===== config.mk =====
export PLATFORM = sky130hd
export DESIGN_NAME = framebuffer_arbiter_flat
export DESIGN_NICKNAME = d
export VERILOG_FILES = /design/src/rtl/framebuffer_arbiter_pkg.sv /design/src/rtl/framebuffer_arbiter_if.sv /design/src/rtl/framebuffer_arbiter_swap_fsm.sv /design/src/rtl/framebuffer_arbiter.sv /design/src/flat_wrapper.sv
export SDC_FILE = /design/constraint.sdc
export NUM_CORES = 1
export LEC_CHECK = 0
export BUFFER_PORTS_ARGS = -buffer_cell sky130_fd_sc_hd__buf_2
export CAP_MARGIN = 20
export CORE_MARGIN = 1.5
export CORE_UTILIZATION = 25
export DETAILED_ROUTE_END_ITERATION = 10
export PLACE_DENSITY = 0.79
export SLEW_MARGIN = 30
export SYNTH_ARGS = -nofsm -noshare
export SYNTH_HDL_FRONTEND = slang
export SYNTH_SLANG_ARGS = --single-unit

===== constraint.sdc =====
create_clock -name clk -period 1.1 [get_ports clk]
set_clock_uncertainty 0.05 [all_clocks]
set_input_delay 0.11 -clock clk [delete_from_list [all_inputs] [get_ports clk]]
set_output_delay 0.11 -clock clk [all_outputs]
set_load 0.01 [all_outputs]

===== src/rtl/framebuffer_arbiter_pkg.sv =====
// Shared constants, width helpers and swap-FSM state encoding for the frame
// buffer arbiter.
package fb_pkg;

    localparam logic BANK_A = 1'b0;
    localparam logic BANK_B = 1'b1;

    typedef enum logic {
        ST_ACCEPT  = 1'b0,
        ST_PENDING = 1'b1
    } fb_state_e;

    function automatic int word_width(input int segments, input int bitwidth);
        return segments * bitwidth * 3;
    endfunction

    function automatic int addr_width(input int rows, input int columns);
        return 1 + $clog2(rows) + $clog2(columns);
    endfunction

endpackage


===== src/rtl/framebuffer_arbiter_if.sv =====
// Loader, scan-out and RAM signals of the frame buffer arbiter.
// The slave modport is the arbiter's own view of the bundle.
interface framebuffer_arbiter_if
    import fb_pkg::*;
#(
    parameter int SEGMENTS = 1,
    parameter int ROWS     = 8,
    parameter int COLUMNS  = 32,
    parameter int BITWIDTH = 8
) ();
    localparam int W  = word_width(SEGMENTS, BITWIDTH);
    localparam int RA = $clog2(ROWS);
    localparam int CA = $clog2(COLUMNS);
    localparam int AW = addr_width(ROWS, COLUMNS);

    logic          ld_wen;
    logic [RA-1:0] ld_wrow;
    logic [CA-1:0] ld_wcol;
    logic [W-1:0]  ld_wdata;
    logic          ld_loaded;
    logic          ld_ready;
    logic          sc_req;
    logic [RA-1:0] sc_row;
    logic [CA-1:0] sc_col;
    logic          sc_frame_end;
    logic          sc_gnt;
    logic          sc_rvalid;
    logic [W-1:0]  sc_rdata;
    logic [AW-1:0] mem_addr;
    logic          mem_wen;
    logic [W-1:0]  mem_wdata;
    logic [W-1:0]  mem_rdata;
    logic          front_bank;
    logic          swap_pending;
    logic [7:0]    swap_count;
    logic          wr_drop;

    modport slave (
        input  ld_wen, ld_wrow, ld_wcol, ld_wdata, ld_loaded,
        input  sc_req, sc_row, sc_col, sc_frame_end, mem_rdata,
        output ld_ready, sc_gnt, sc_rvalid, sc_rdata,
        output mem_addr, mem_wen, mem_wdata,
        output front_bank, swap_pending, swap_count, wr_drop
    );

    modport master (
        output ld_wen, ld_wrow, ld_wcol, ld_wdata, ld_loaded,
        output sc_req, sc_row, sc_col, sc_frame_end, mem_rdata,
        input  ld_ready, sc_gnt, sc_rvalid, sc_rdata,
        input  mem_addr, mem_wen, mem_wdata,
        input  front_bank, swap_pending, swap_count, wr_drop
    );

endinterface


===== src/rtl/framebuffer_arbiter_swap_fsm.sv =====
// Bank-swap controller: detects the loader's frame-complete edge and swaps
// front/back banks at the next scan-out frame boundary.
module fb_swap_fsm
    import fb_pkg::*;
(
    input  logic       clk,
    input  logic       rst,
    input  logic       ld_wen_i,
    input  logic       ld_loaded_i,
    input  logic       sc_frame_end_i,
    output logic       accept_o,
    output logic       ld_ready_o,
    output logic       swap_pending_o,
    output logic       front_bank_o,
    output logic [7:0] swap_count_o,
    output logic       wr_drop_o
);

    fb_state_e  state_q;
    logic       loaded_q;
    logic       ready_q;
    logic       pending_q;
    logic       front_q;
    logic [7:0] count_q;
    logic       drop_q;
    logic       loaded_rise_s;

    assign loaded_rise_s = ld_loaded_i & ~loaded_q;

    // Swap state machine with all of its status outputs registered
    always_ff @(posedge clk or negedge rst) begin
        if (!rst) begin
            state_q   <= ST_ACCEPT;
            loaded_q  <= 1'b0;
            ready_q   <= 1'b1;
            pending_q <= 1'b0;
            front_q   <= BANK_A;
            count_q   <= 8'd0;
            drop_q    <= 1'b0;
        end else begin
            loaded_q <= ld_loaded_i;
            case (state_q)
                ST_ACCEPT: begin
                    // A frame end coinciding with the edge is ignored: the swap
                    // waits for the following boundary.
                    if (loaded_rise_s) begin
                        state_q   <= ST_PENDING;
                        ready_q   <= 1'b0;
                        pending_q <= 1'b1;
                    end else begin
                        state_q   <= ST_ACCEPT;
                    end
                end
                ST_PENDING: begin
                    if (ld_wen_i) begin
                        drop_q <= 1'b1;
                    end else begin
                        drop_q <= drop_q;
                    end
                    if (sc_frame_end_i) begin
                        state_q   <= ST_ACCEPT;
                        ready_q   <= 1'b1;
                        pending_q <= 1'b0;
                        front_q   <= (front_q == BANK_A) ? BANK_B : BANK_A;
                        count_q   <= count_q + 8'd1;
                    end else begin
                        state_q   <= ST_PENDING;
                    end
                end
                default: begin
                    state_q   <= ST_ACCEPT;
                    ready_q   <= 1'b1;
                    pending_q <= 1'b0;
                end
            endcase
        end
    end

    assign accept_o       = (state_q == ST_ACCEPT);
    assign ld_ready_o     = ready_q;
    assign swap_pending_o = pending_q;
    assign front_bank_o   = front_q;
    assign swap_count_o   = count_q;
    assign wr_drop_o      = drop_q;

endmodule


===== src/rtl/framebuffer_arbiter.sv =====
// Single-port frame RAM arbiter: loader writes the back bank, scan-out reads
// the front bank; the loader always wins since it cannot be stalled.
module framebuffer_arbiter
    import fb_pkg::*;
#(
    parameter int SEGMENTS = 1,
    parameter int ROWS     = 8,
    parameter int COLUMNS  = 32,
    parameter int BITWIDTH = 8
) (
    input  logic                  clk,
    input  logic                  rst,
    framebuffer_arbiter_if.slave  bus
);

    localparam int W  = word_width(SEGMENTS, BITWIDTH);
    localparam int AW = addr_width(ROWS, COLUMNS);

    logic          accept_s;
    logic          front_s;
    logic          mem_wen_s;
    logic          gnt_s;
    logic [AW-1:0] addr_s;
    logic [W-1:0]  wdata_s;
    logic          rvalid_d;
    logic          rvalid_q;

    fb_swap_fsm u_swap_fsm (
        .clk            (clk),
        .rst            (rst),
        .ld_wen_i       (bus.ld_wen),
        .ld_loaded_i    (bus.ld_loaded),
        .sc_frame_end_i (bus.sc_frame_end),
        .accept_o       (accept_s),
        .ld_ready_o     (bus.ld_ready),
        .swap_pending_o (bus.swap_pending),
        .front_bank_o   (front_s),
        .swap_count_o   (bus.swap_count),
        .wr_drop_o      (bus.wr_drop)
    );

    // Port mux; a dropped write still blocks the read port for that cycle
    always_comb begin
        mem_wen_s = 1'b0;
        gnt_s     = 1'b0;
        addr_s    = {front_s, bus.sc_row, bus.sc_col};
        if (bus.ld_wen) begin
            mem_wen_s = accept_s;
            addr_s    = {~front_s, bus.ld_wrow, bus.ld_wcol};
        end else if (bus.sc_req) begin
            gnt_s     = 1'b1;
        end else begin
            gnt_s     = 1'b0;
        end
    end

    assign wdata_s  = bus.ld_wdata;
    assign rvalid_d = gnt_s;

    // Read data valid tracks the RAM's one-cycle read latency
    always_ff @(posedge clk or negedge rst) begin
        if (!rst) begin
            rvalid_q <= 1'b0;
        end else begin
            rvalid_q <= rvalid_d;
        end
    end

    assign bus.mem_wen    = mem_wen_s;
    assign bus.mem_addr   = addr_s;
    assign bus.mem_wdata  = wdata_s;
    assign bus.sc_gnt     = gnt_s;
    assign bus.sc_rvalid  = rvalid_q;
    assign bus.sc_rdata   = bus.mem_rdata;
    assign bus.front_bank = front_s;

endmodule


===== src/flat_wrapper.sv =====
// flat-port wrapper written by rule: the top's interface ports become plain ports
module framebuffer_arbiter_flat import fb_pkg::*;
#(
    parameter int SEGMENTS = 1,
    parameter int ROWS     = 8,
    parameter int COLUMNS  = 32,
    parameter int BITWIDTH = 8
)
  (clk, rst, bus_ld_wen, bus_ld_wrow, bus_ld_wcol, bus_ld_wdata, bus_ld_loaded, bus_sc_req, bus_sc_row, bus_sc_col, bus_sc_frame_end, bus_mem_rdata, bus_ld_ready, bus_sc_gnt, bus_sc_rvalid, bus_sc_rdata, bus_mem_addr, bus_mem_wen, bus_mem_wdata, bus_front_bank, bus_swap_pending, bus_swap_count, bus_wr_drop);
  framebuffer_arbiter_if #(.SEGMENTS(SEGMENTS), .ROWS(ROWS), .COLUMNS(COLUMNS), .BITWIDTH(BITWIDTH)) bus_i ();
  input  logic clk;
  input  logic rst;
  input wire logic [$bits(bus_i.ld_wen)-1:0] bus_ld_wen;
  input wire logic [$bits(bus_i.ld_wrow)-1:0] bus_ld_wrow;
  input wire logic [$bits(bus_i.ld_wcol)-1:0] bus_ld_wcol;
  input wire logic [$bits(bus_i.ld_wdata)-1:0] bus_ld_wdata;
  input wire logic [$bits(bus_i.ld_loaded)-1:0] bus_ld_loaded;
  input wire logic [$bits(bus_i.sc_req)-1:0] bus_sc_req;
  input wire logic [$bits(bus_i.sc_row)-1:0] bus_sc_row;
  input wire logic [$bits(bus_i.sc_col)-1:0] bus_sc_col;
  input wire logic [$bits(bus_i.sc_frame_end)-1:0] bus_sc_frame_end;
  input wire logic [$bits(bus_i.mem_rdata)-1:0] bus_mem_rdata;
  output wire logic [$bits(bus_i.ld_ready)-1:0] bus_ld_ready;
  output wire logic [$bits(bus_i.sc_gnt)-1:0] bus_sc_gnt;
  output wire logic [$bits(bus_i.sc_rvalid)-1:0] bus_sc_rvalid;
  output wire logic [$bits(bus_i.sc_rdata)-1:0] bus_sc_rdata;
  output wire logic [$bits(bus_i.mem_addr)-1:0] bus_mem_addr;
  output wire logic [$bits(bus_i.mem_wen)-1:0] bus_mem_wen;
  output wire logic [$bits(bus_i.mem_wdata)-1:0] bus_mem_wdata;
  output wire logic [$bits(bus_i.front_bank)-1:0] bus_front_bank;
  output wire logic [$bits(bus_i.swap_pending)-1:0] bus_swap_pending;
  output wire logic [$bits(bus_i.swap_count)-1:0] bus_swap_count;
  output wire logic [$bits(bus_i.wr_drop)-1:0] bus_wr_drop;
  assign bus_i.ld_wen = bus_ld_wen;
  assign bus_i.ld_wrow = bus_ld_wrow;
  assign bus_i.ld_wcol = bus_ld_wcol;
  assign bus_i.ld_wdata = bus_ld_wdata;
  assign bus_i.ld_loaded = bus_ld_loaded;
  assign bus_i.sc_req = bus_sc_req;
  assign bus_i.sc_row = bus_sc_row;
  assign bus_i.sc_col = bus_sc_col;
  assign bus_i.sc_frame_end = bus_sc_frame_end;
  assign bus_i.mem_rdata = bus_mem_rdata;
  assign bus_ld_ready = bus_i.ld_ready;
  assign bus_sc_gnt = bus_i.sc_gnt;
  assign bus_sc_rvalid = bus_i.sc_rvalid;
  assign bus_sc_rdata = bus_i.sc_rdata;
  assign bus_mem_addr = bus_i.mem_addr;
  assign bus_mem_wen = bus_i.mem_wen;
  assign bus_mem_wdata = bus_i.mem_wdata;
  assign bus_front_bank = bus_i.front_bank;
  assign bus_swap_pending = bus_i.swap_pending;
  assign bus_swap_count = bus_i.swap_count;
  assign bus_wr_drop = bus_i.wr_drop;
  framebuffer_arbiter #(.SEGMENTS(SEGMENTS), .ROWS(ROWS), .COLUMNS(COLUMNS), .BITWIDTH(BITWIDTH)) u_core (.clk(clk), .rst(rst), .bus(bus_i));
endmodule

==> results.yml, run 1 <==
run_status:
  failed_checks: "setup timing"
  outcome: "finished with violations"
drt:
  drtIter0Drc: 4
  drt-pass1-iter-count: 3
  wire_per_inst_um: 11.6
  vias: 692
  final_antenna_net_count: 0
  drt_wl_total_um: 1960
  drc: 0
  via_per_inst: 4.09
placement:
  portBuffers: 45
  gp_congestion: 0.749
  dp_hpwl_um: 1440
  dpl_worst_slack_ps: 0.855
synth:
  yosysUniqueCellTypes: 25
  synth_simple_gate_area_frac: 0.0846
  synth_area_um2: 1080
  syn_avg_cell_area_um2: 10.2
  synth_top_family_by_area: "buffers and inverters"
  ys_seq_area_frac: 0.349
  synth-xor-area-share: 0.0730
  synth_mux_area_frac: 0.103
  synthAdderAreaFrac: 0.0116
  synth-warning-count: 0
  synthCells: 106
  synth-seq-cells: 15
  synth_compound_area_frac: 0.0232
  syn_nets: 177
global_routing:
  first_global_vias: 710
  grt_overflow: 0
  grt_start_max_net_pins: 16
  grt_pass1_wl_um: 3070
  antenna_found_initial: 0
  grt_use_total: 0.0901
setup_path:
  path_class: "reg -> reg"
  reg2reg_depth: 4
  crit_slowest_cell: "dfrtp_1"
  cp_num_buf_inv: 1
  critPathLaunch: "u_core.u_swap_fsm.state_q"
  end_kind: "register"
  worstPathCellList: "buf_6 -> and4_4 -> nand4_1 -> xnor2_1"
  arrival_ps: 1260
  crit_cells: 4
  critPathTopFamily: "flip-flops"
  crit_end: "u_core.u_swap_fsm.swap_count_o[5]"
  slowest_delay_ps: 380
  cp_max_fo: 4
  cp-start-kind: "register"
  rrSetupSlack_ps: -80
  reg2reg_to: "u_core.u_swap_fsm.swap_count_o[5]"
  reg2reg_from: "u_core.u_swap_fsm.state_q"
  worst_ep_required_time_ps: 1190
finish:
  syn_to_final_growth_pct: 11.7
  layout-drive-gt1-share: 0.613
  fin_nets: 191
  antenna_cells: 0
  mostFrequentLayoutCells: "42 x buf_2, 13 x dfrtp_1, 8 x buf_6"
  final_util: 0.295
  final_common_cell: "buf_2"
sta:
  rsz0062_at_grt: "true"
  slew_headroom: 0.782
  max_freq_ghz: 0.849
  final-setup-viol-count: 6
  tightest_slew_ps: 328
  maxSlewViolCount: 0
  finalSetupTns_ps: -220
  fin_crit_sh: 1.07
  finalHoldViolations: 0
  period_needed_ps: 1180
  setup_ws_ps: -77.7
min_path:
  min_path_type: "in -> reg"
clock_tree:
  clk_pin_slew_worst_paths_ps: 60
  htreeDepth: 1
  cts_tree: "built"
  clock-sinks: 15
  clk_latency_ps: 250
  cts_buffer_depth: 2
  numCtsBuffers: 3
  ctsRootBufferMaster: "clkbuf_8"
floorplan:
  rows: 23
  start_util: 0.264
  fp.dieArea_um2: 4720
  die_h_um: 68.7
  ioPinCount: 142
  die_w_um: 68.7
  design.core.area_um2: 4090
power_and_ir_drop:
  power_mw: 2.25
  total_leakage_power_nw: 0.602
  vdd_ir_drop_max_uv: 502
  pwr_density_cell_nw_per_um2: 1860
flow_run:
  maxCapViolations: 0
==> worst min-delay path by stage <==
stage	startpoint	to	slack, ps	cells after the start
6_report	bus_sc_req	u_core.bus.sc_rvalid	70	2
5_1_grt	bus_sc_req	u_core.bus.sc_rvalid	80	2
4_1_cts	bus_sc_req	u_core.bus.sc_rvalid	70	2
3_5_place_dp	rst	u_core.u_swap_fsm.swap_count_o[4]	-20	1
3_3_place_gp	rst	u_core.u_swap_fsm.swap_count_o[7]	-20	1
2_1_floorplan	rst	u_core.bus.sc_rvalid	-240	0
==> cells in the mapped netlist <==
| master | count | area share |
|---|---|---|
| nand2_1 | 2 | 0.0070 |
| nor3_2 | 1 | 0.0093 |
| inv_1 | 2 | 0.0070 |
| mux2_2 | 7 | 0.073 |
| a21o_1 | 1 | 0.0070 |
| ha_1 | 1 | 0.012 |
| nand4_1 | 3 | 0.017 |
| buf_2 | 1 | 0.0046 |
| xnor2_1 | 7 | 0.057 |
| and3_1 | 1 | 0.0058 |
| a21oi_1 | 2 | 0.0093 |
| dfstp_2 | 1 | 0.024 |
| nand2b_1 | 1 | 0.0058 |
| and4_4 | 1 | 0.010 |
| nor2b_1 | 2 | 0.012 |
| nand3_1 | 1 | 0.0046 |
| buf_6 | 1 | 0.010 |
| buf_4 | 48 | 0.33 |
| nand2_2 | 1 | 0.0058 |
| xor2_1 | 2 | 0.016 |
| nor2_1 | 2 | 0.0070 |
| dfrtp_1 | 14 | 0.32 |
| o21bai_1 | 1 | 0.0070 |
| mux2_1 | 2 | 0.021 |
| mux2i_1 | 1 | 0.0093 |
==> area by class of cell <==
| cell class | count | area [um^2] |
|---|---|---|
| timing repair buffer | 59 | 373 |
| inverter | 2 | 7.51 |
| sequential | 15 | 378 |
| multi-input combinational | 39 | 340 |
| clock buffer | 4 | 45.0 |
| tap | 50 | 62.6 |
| fill | 425 | 2880 |
==> registers in the layout, summed over array words and instances, names as in the netlist <==
name	flops
u_core.bus.sc_rvalid	1
u_core.u_swap_fsm.front_bank_o	1
u_core.u_swap_fsm.swap_pending_o	1
u_core.u_swap_fsm.state_q	1
u_core.u_swap_fsm.ld_ready_o	1
u_core.u_swap_fsm.swap_count_o	8
u_core.u_swap_fsm.loaded_q	1
u_core.u_swap_fsm.wr_drop_o	1
==> routing by layer <==
layer  up-vias  wire length [um]  GRT usage
met3        15               245     0.0244
met4         0                82     0.0882
met2        46               914      0.154
li1        321                 -          -
met5         -                 0          0
met1       310               715     0.0856
==> metrics by stage <==
stage,std cells,instance area (um^2),hold WS (ps)
floorplan,106,1080,-236
global placement,155,1020,-19.8
detailed placement,155,1020,-19.2
CTS,166,1140,72.6
global route,169,1210,84.6
finish,169,1210,70.5
==> timing repair <==
item / CTS / global route
cloned: 0 / 0
resized for setup: 3 / 8
setup endpoints to repair: 5 / 11
pin swaps: 1 / 2
setup buffers: 5 / 3
hold endpoints to repair: 16 / 0
hold buffers: 2 / 0
==> where the power goes <==
group,internal (mW),switching [mW],total (mW)
sequential,0.686,0.137,0.822
combinational,0.590,0.384,0.973
clock,0.257,0.194,0.451
==> cells by family (layout without fill, tap and decap cells) <==
| logic type | after synthesis | in the layout |
|---|---|---|
| simple gates | 15 | 15 |
| compound gates | 4 | 4 |
| xor+xnor | 9 | 9 |
| mux | 10 | 10 |
| flops | 15 | 15 |
| buf+inv | 52 | 65 |
| fa+ha+maj | 1 | 1 |
(Power assumes the default switching activity.)
==> run 2, diff against run 1 <==
--- a/config.mk
+++ b/config.mk
@@ -9,8 +9,10 @@
 export CAP_MARGIN = 20
 export CORE_MARGIN = 1.5
 export CORE_UTILIZATION = 25
+export CTS_BUF_LIST = sky130_fd_sc_hd__clkbuf_8 sky130_fd_sc_hd__clkbuf_16
 export DETAILED_ROUTE_END_ITERATION = 10
 export PLACE_DENSITY = 0.79
+export SKIP_LAST_GASP = 1
 export SLEW_MARGIN = 30
 export SYNTH_ARGS = -nofsm -noshare
 export SYNTH_HDL_FRONTEND = slang
==> results.yml, run 2 (synthesized netlist as in run 1, its figures left out) <==
floorplan:
  start_util: 0.264
  design.core.area_um2: 4090
  die_w_um: 68.7
  ioPinCount: 142
  die_h_um: 68.7
  fp.dieArea_um2: 4720
  rows: 23
flow_run:
  maxCapViolations: 0
power_and_ir_drop:
  vdd_ir_drop_max_uv: 503
  total_leakage_power_nw: 0.606
  pwr_density_cell_nw_per_um2: 1860
  power_mw: 2.24
drt:
  vias: 693
  drc: 0
  drt-pass1-iter-count: 2
  drt_wl_total_um: 1960
  wire_per_inst_um: 11.6
  via_per_inst: 4.10
  drtIter0Drc: 8
  final_antenna_net_count: 0
setup_path:
  crit_slowest_cell: "dfrtp_1"
  worst_ep_required_time_ps: 1190
  end_kind: "register"
  cp-start-kind: "register"
  slowest_delay_ps: 380
  worstPathCellList: "buf_6 -> and4_4 -> nand4_1 -> xnor2_1"
  path_class: "reg -> reg"
  cp_max_fo: 4
  arrival_ps: 1270
global_routing:
  first_global_vias: 710
  grt_use_total: 0.0901
  grt_start_max_net_pins: 16
  grt_pass1_wl_um: 3070
  antenna_found_initial: 0
  grt_overflow: 0
finish:
  fin_nets: 191
  syn_to_final_growth_pct: 11.7
  final_common_cell: "buf_2"
  largest_reg_flops: 8
  mostFrequentLayoutCells: "42 x buf_2, 13 x dfrtp_1, 8 x buf_6"
  layout-drive-gt1-share: 0.613
  nFillCells: 425
  finalNonFillerCells: 169
  antenna_cells: 0
sta:
  max_freq_ghz: 0.842
  slew_headroom: 0.780
  final-setup-viol-count: 5
  setup_ws_ps: -87.7
  tightest_slew_ps: 330
  maxSlewViolCount: 0
  hold_ws_ps: 69.8
  rsz0062_at_grt: "true"
  finalHoldViolations: 0
  period_needed_ps: 1190
  fin_crit_sh: 1.08
clock_tree:
  clk_pin_slew_worst_paths_ps: 60
  clock-sinks: 15
  htreeDepth: 1
  numCtsBuffers: 3
  ctsRootBufferMaster: "clkbuf_8"
  cts_tree: "built"
  cts_buffer_depth: 2
  clk_latency_ps: 250
placement:
  gp_congestion: 0.749
  dp.cells: 155
  portBuffers: 45
  dpl_worst_slack_ps: 0.855
  dp_hpwl_um: 1440
run_status:
  outcome: "finished with violations"
  failed_checks: "setup timing"
min_path:
  min_path_type: "in -> reg"
## run 2: cell types whose count changed in the layout (fill, tap and decap cells not counted), sizes merged
cell,change
inv,+1
clkbuf,-1
## run 2: cell type report
| cell class | count | area, um^2 | area share |
|---|---|---|---|
| well taps | 50 | 62.6 | 0.0519 |
| repair buffers | 59 | 373 | 0.309 |
| multi-input cells | 39 | 340 | 0.282 |
| clock buffers | 3 | 41.3 | 0.0342 |
| clock inverters | 1 | 3.75 | 0.00311 |
| flip-flops and latches | 15 | 378 | 0.313 |
| inverters | 2 | 7.51 | 0.00622 |
## run 2: final timing paths
check / from / end / slack (ps) / depth (start not counted)
hold reg to reg: u_core.u_swap_fsm.swap_count_o[7] / u_core.u_swap_fsm.swap_count_o[7] / 420 / 1
setup reg to reg: u_core.u_swap_fsm.state_q / u_core.u_swap_fsm.swap_count_o[5] / -90 / 4
min in group asynchronous: rst / u_core.u_swap_fsm.swap_count_o[4] / 250 / 2
setup / recovery: u_core.u_swap_fsm.state_q / u_core.u_swap_fsm.swap_count_o[5] / -90 / 4
max in group asynchronous: rst / u_core.u_swap_fsm.ld_ready_o / 460 / 2
hold / removal: bus_sc_req / u_core.bus.sc_rvalid / 70 / 2
## run 2: critical path, delay by kind of cell (launching register included)
kind                      cells  cell delay [ps]
DFF                           1              380
and+or+nand+nor               2              360
xor gates and xnor gates      1              160
buffers and inverters         1              120
## run 2: timing repair
action | 4_1_cts | 5_1_grt
endpoints found under the setup margin | 5 | 11
hold buffers | 2 | 0
pin swaps | 1 | 1
gates resized for setup | 3 | 8
buffers inserted | 5 | 3
hold endpoints to repair | 16 | 0
## run 2: through the flow
stage	utilization	cell area [um^2]	setup TNS, ps
after floorplan	-	1080	-42.6
after global placement	0.250	1020	0
after detailed placement	0.250	1020	0
after CTS	0.279	1140	-221
after global routing	0.295	1210	-578
final	0.295	1210	-242
## run 2: layer usage
layer,vias to the layer above,global-route usage,wire length (um)
met5,-,0,0
met4,0,0.0882,82
met3,15,0.0244,245
met2,46,0.154,918
met1,310,0.0856,709
li1,322,-,-
## run 2: power breakdown
group | total (mW) | internal (mW) | leakage [nW] | switching, mW
Combinational | 0.975 | 0.590 | 0.398 | 0.385
Clock | 0.441 | 0.247 | 0.0269 | 0.194
Sequential | 0.822 | 0.686 | 0.181 | 0.136
Total | 2.24 | 1.52 | 0.606 | 0.714
==> run 3, diff against run 2 <==
==> constraint.sdc (replaced) <==
create_clock -name clk -period 1.1 [get_ports clk]
set_clock_uncertainty 0.05 [all_clocks]
set_input_delay 0.165 -clock clk [delete_from_list [all_inputs] [get_ports clk]]
set_output_delay 0.165 -clock clk [all_outputs]
set_load 0.01 [all_outputs]
==> results.yml, run 3 (synthesized netlist as in run 1, its figures left out) <==
run_status:
  failed_checks: "setup timing"
  outcome: "finished with violations"
sta:
  tightest_slew_ps: 343
  hold_ws_ps: 130
  finalHoldViolations: 0
  period_needed_ps: 1180
  slew_headroom: 0.771
  final-setup-viol-count: 9
  setup_ws_ps: -75.9
  finalSetupTns_ps: -365
  max_freq_ghz: 0.850
  maxSlewViolCount: 0
  rsz0062_at_grt: "true"
  fin_crit_sh: 1.07
clock_tree:
  clk_pin_slew_worst_paths_ps: 60
  cts_tree: "built"
  clock-sinks: 15
  ctsRootBufferMaster: "clkbuf_8"
  clk_latency_ps: 250
  cts_buffer_depth: 2
  htreeDepth: 1
  numCtsBuffers: 3
finish:
  fin_area_um2: 1240
  final_common_cell: "buf_2"
  fin_nets: 194
  largest_reg_flops: 8
  syn_to_final_growth_pct: 14.6
  antenna_cells: 0
  mostFrequentLayoutCells: "40 x buf_2, 13 x dfrtp_1, 11 x buf_4"
  layout-drive-gt1-share: 0.631
global_routing:
  grt_pass1_wl_um: 3070
  grt_overflow: 0
  grt_start_max_net_pins: 16
  grt_use_total: 0.0909
  first_global_vias: 704
  antenna_found_initial: 0
floorplan:
  design.core.area_um2: 4090
  rows: 23
  die_h_um: 68.7
  ioPinCount: 142
  start_util: 0.264
  die_w_um: 68.7
  fp.dieArea_um2: 4720
setup_path:
  path_class: "reg -> out"
  end_kind: "primary output"
  crit_slowest_cell: "dfrtp_1"
  worst_ep_required_time_ps: 880
  slowest_delay_ps: 380
  worstPathCellList: "buf_6 -> nor2b_1 -> buf_2"
  cp-start-kind: "register"
  arrival_ps: 960
  cp_max_fo: 2
placement:
  place_area_um2: 1030
  portBuffers: 45
  dp_hpwl_um: 1460
  gp_congestion: 0.673
drt:
  drt-pass1-iter-count: 4
  drt_wl_total_um: 2090
  via_per_inst: 4.26
  vias: 733
  final_antenna_net_count: 0
  drc: 0
  wire_per_inst_um: 12.1
  drtIter0Drc: 20
min_path:
  min_path_type: "in -> reg"
power_and_ir_drop:
  power_mw: 2.30
  total_leakage_power_nw: 0.623
  pwr_density_cell_nw_per_um2: 1860
  vdd_ir_drop_max_uv: 442
flow_run:
  maxCapViolations: 0
-- run 3: where the power goes --
part           switching [mW]  internal (mW)
logic                   0.418          0.632
clock network           0.185          0.247
registers               0.134          0.686
total                   0.738           1.56
-- run 3: final cells by class --
class	count	area, um^2
Sequential cell	15	378
Multi-Input combinational cell	39	344
Timing Repair Buffer	62	400
Inverter	2	7.51
Tap cell	50	62.6
Fill cell	426	2850
Clock buffer	3	41.3
Clock inverter	1	3.75
-- run 3: what timing repair did --
item,4_1_cts,5_1_grt
hold endpoints to repair,15,0
hold buffers,2,0
resized for setup,8,4
pin swaps,0,2
setup buffers,6,4
endpoints found under the setup margin,6,20
-- run 3: per-layer routing --
metal	vias up	wire length, um	track usage
li1	325	-	-
met1	349	725	0.0760
met2	45	1060	0.162
met3	14	245	0.0373
met4	0	51	0.0809
met5	-	0	0
-- run 3: metrics by stage --
stage / utilization / setup slack, ps / cells
after floorplan: - / -42.6 / 106
after global placement: 0.252 / 17.6 / 156
after detailed placement: 0.252 / 11.9 / 156
after CTS: 0.289 / -79.1 / 168
after global routing: 0.303 / -119 / 172
final: 0.303 / -75.9 / 172
-- run 3: worst max-delay path, delay by kind of cell, from the launching register on --
family        cells  cell delay, ps
simple gates      1              80
flops             1             380
buf+inv           2             250
-- run 3: path summary, 6_finish.rpt --
check                                            startpoint                                end  slack (ps)  cells past startpoint
worst max-delay path              u_core.u_swap_fsm.state_q                        bus_mem_wen         -80                      3
worst min-delay path                             bus_sc_req               u_core.bus.sc_rvalid         130                      2
worst max register to register    u_core.u_swap_fsm.state_q  u_core.u_swap_fsm.swap_count_o[7]         -60                      4
worst min register to register  u_core.u_swap_fsm.wr_drop_o        u_core.u_swap_fsm.wr_drop_o         410                      1
max in group asynchronous                               rst       u_core.u_swap_fsm.ld_ready_o         390                      2
min in group asynchronous                               rst  u_core.u_swap_fsm.swap_count_o[4]         310                      2
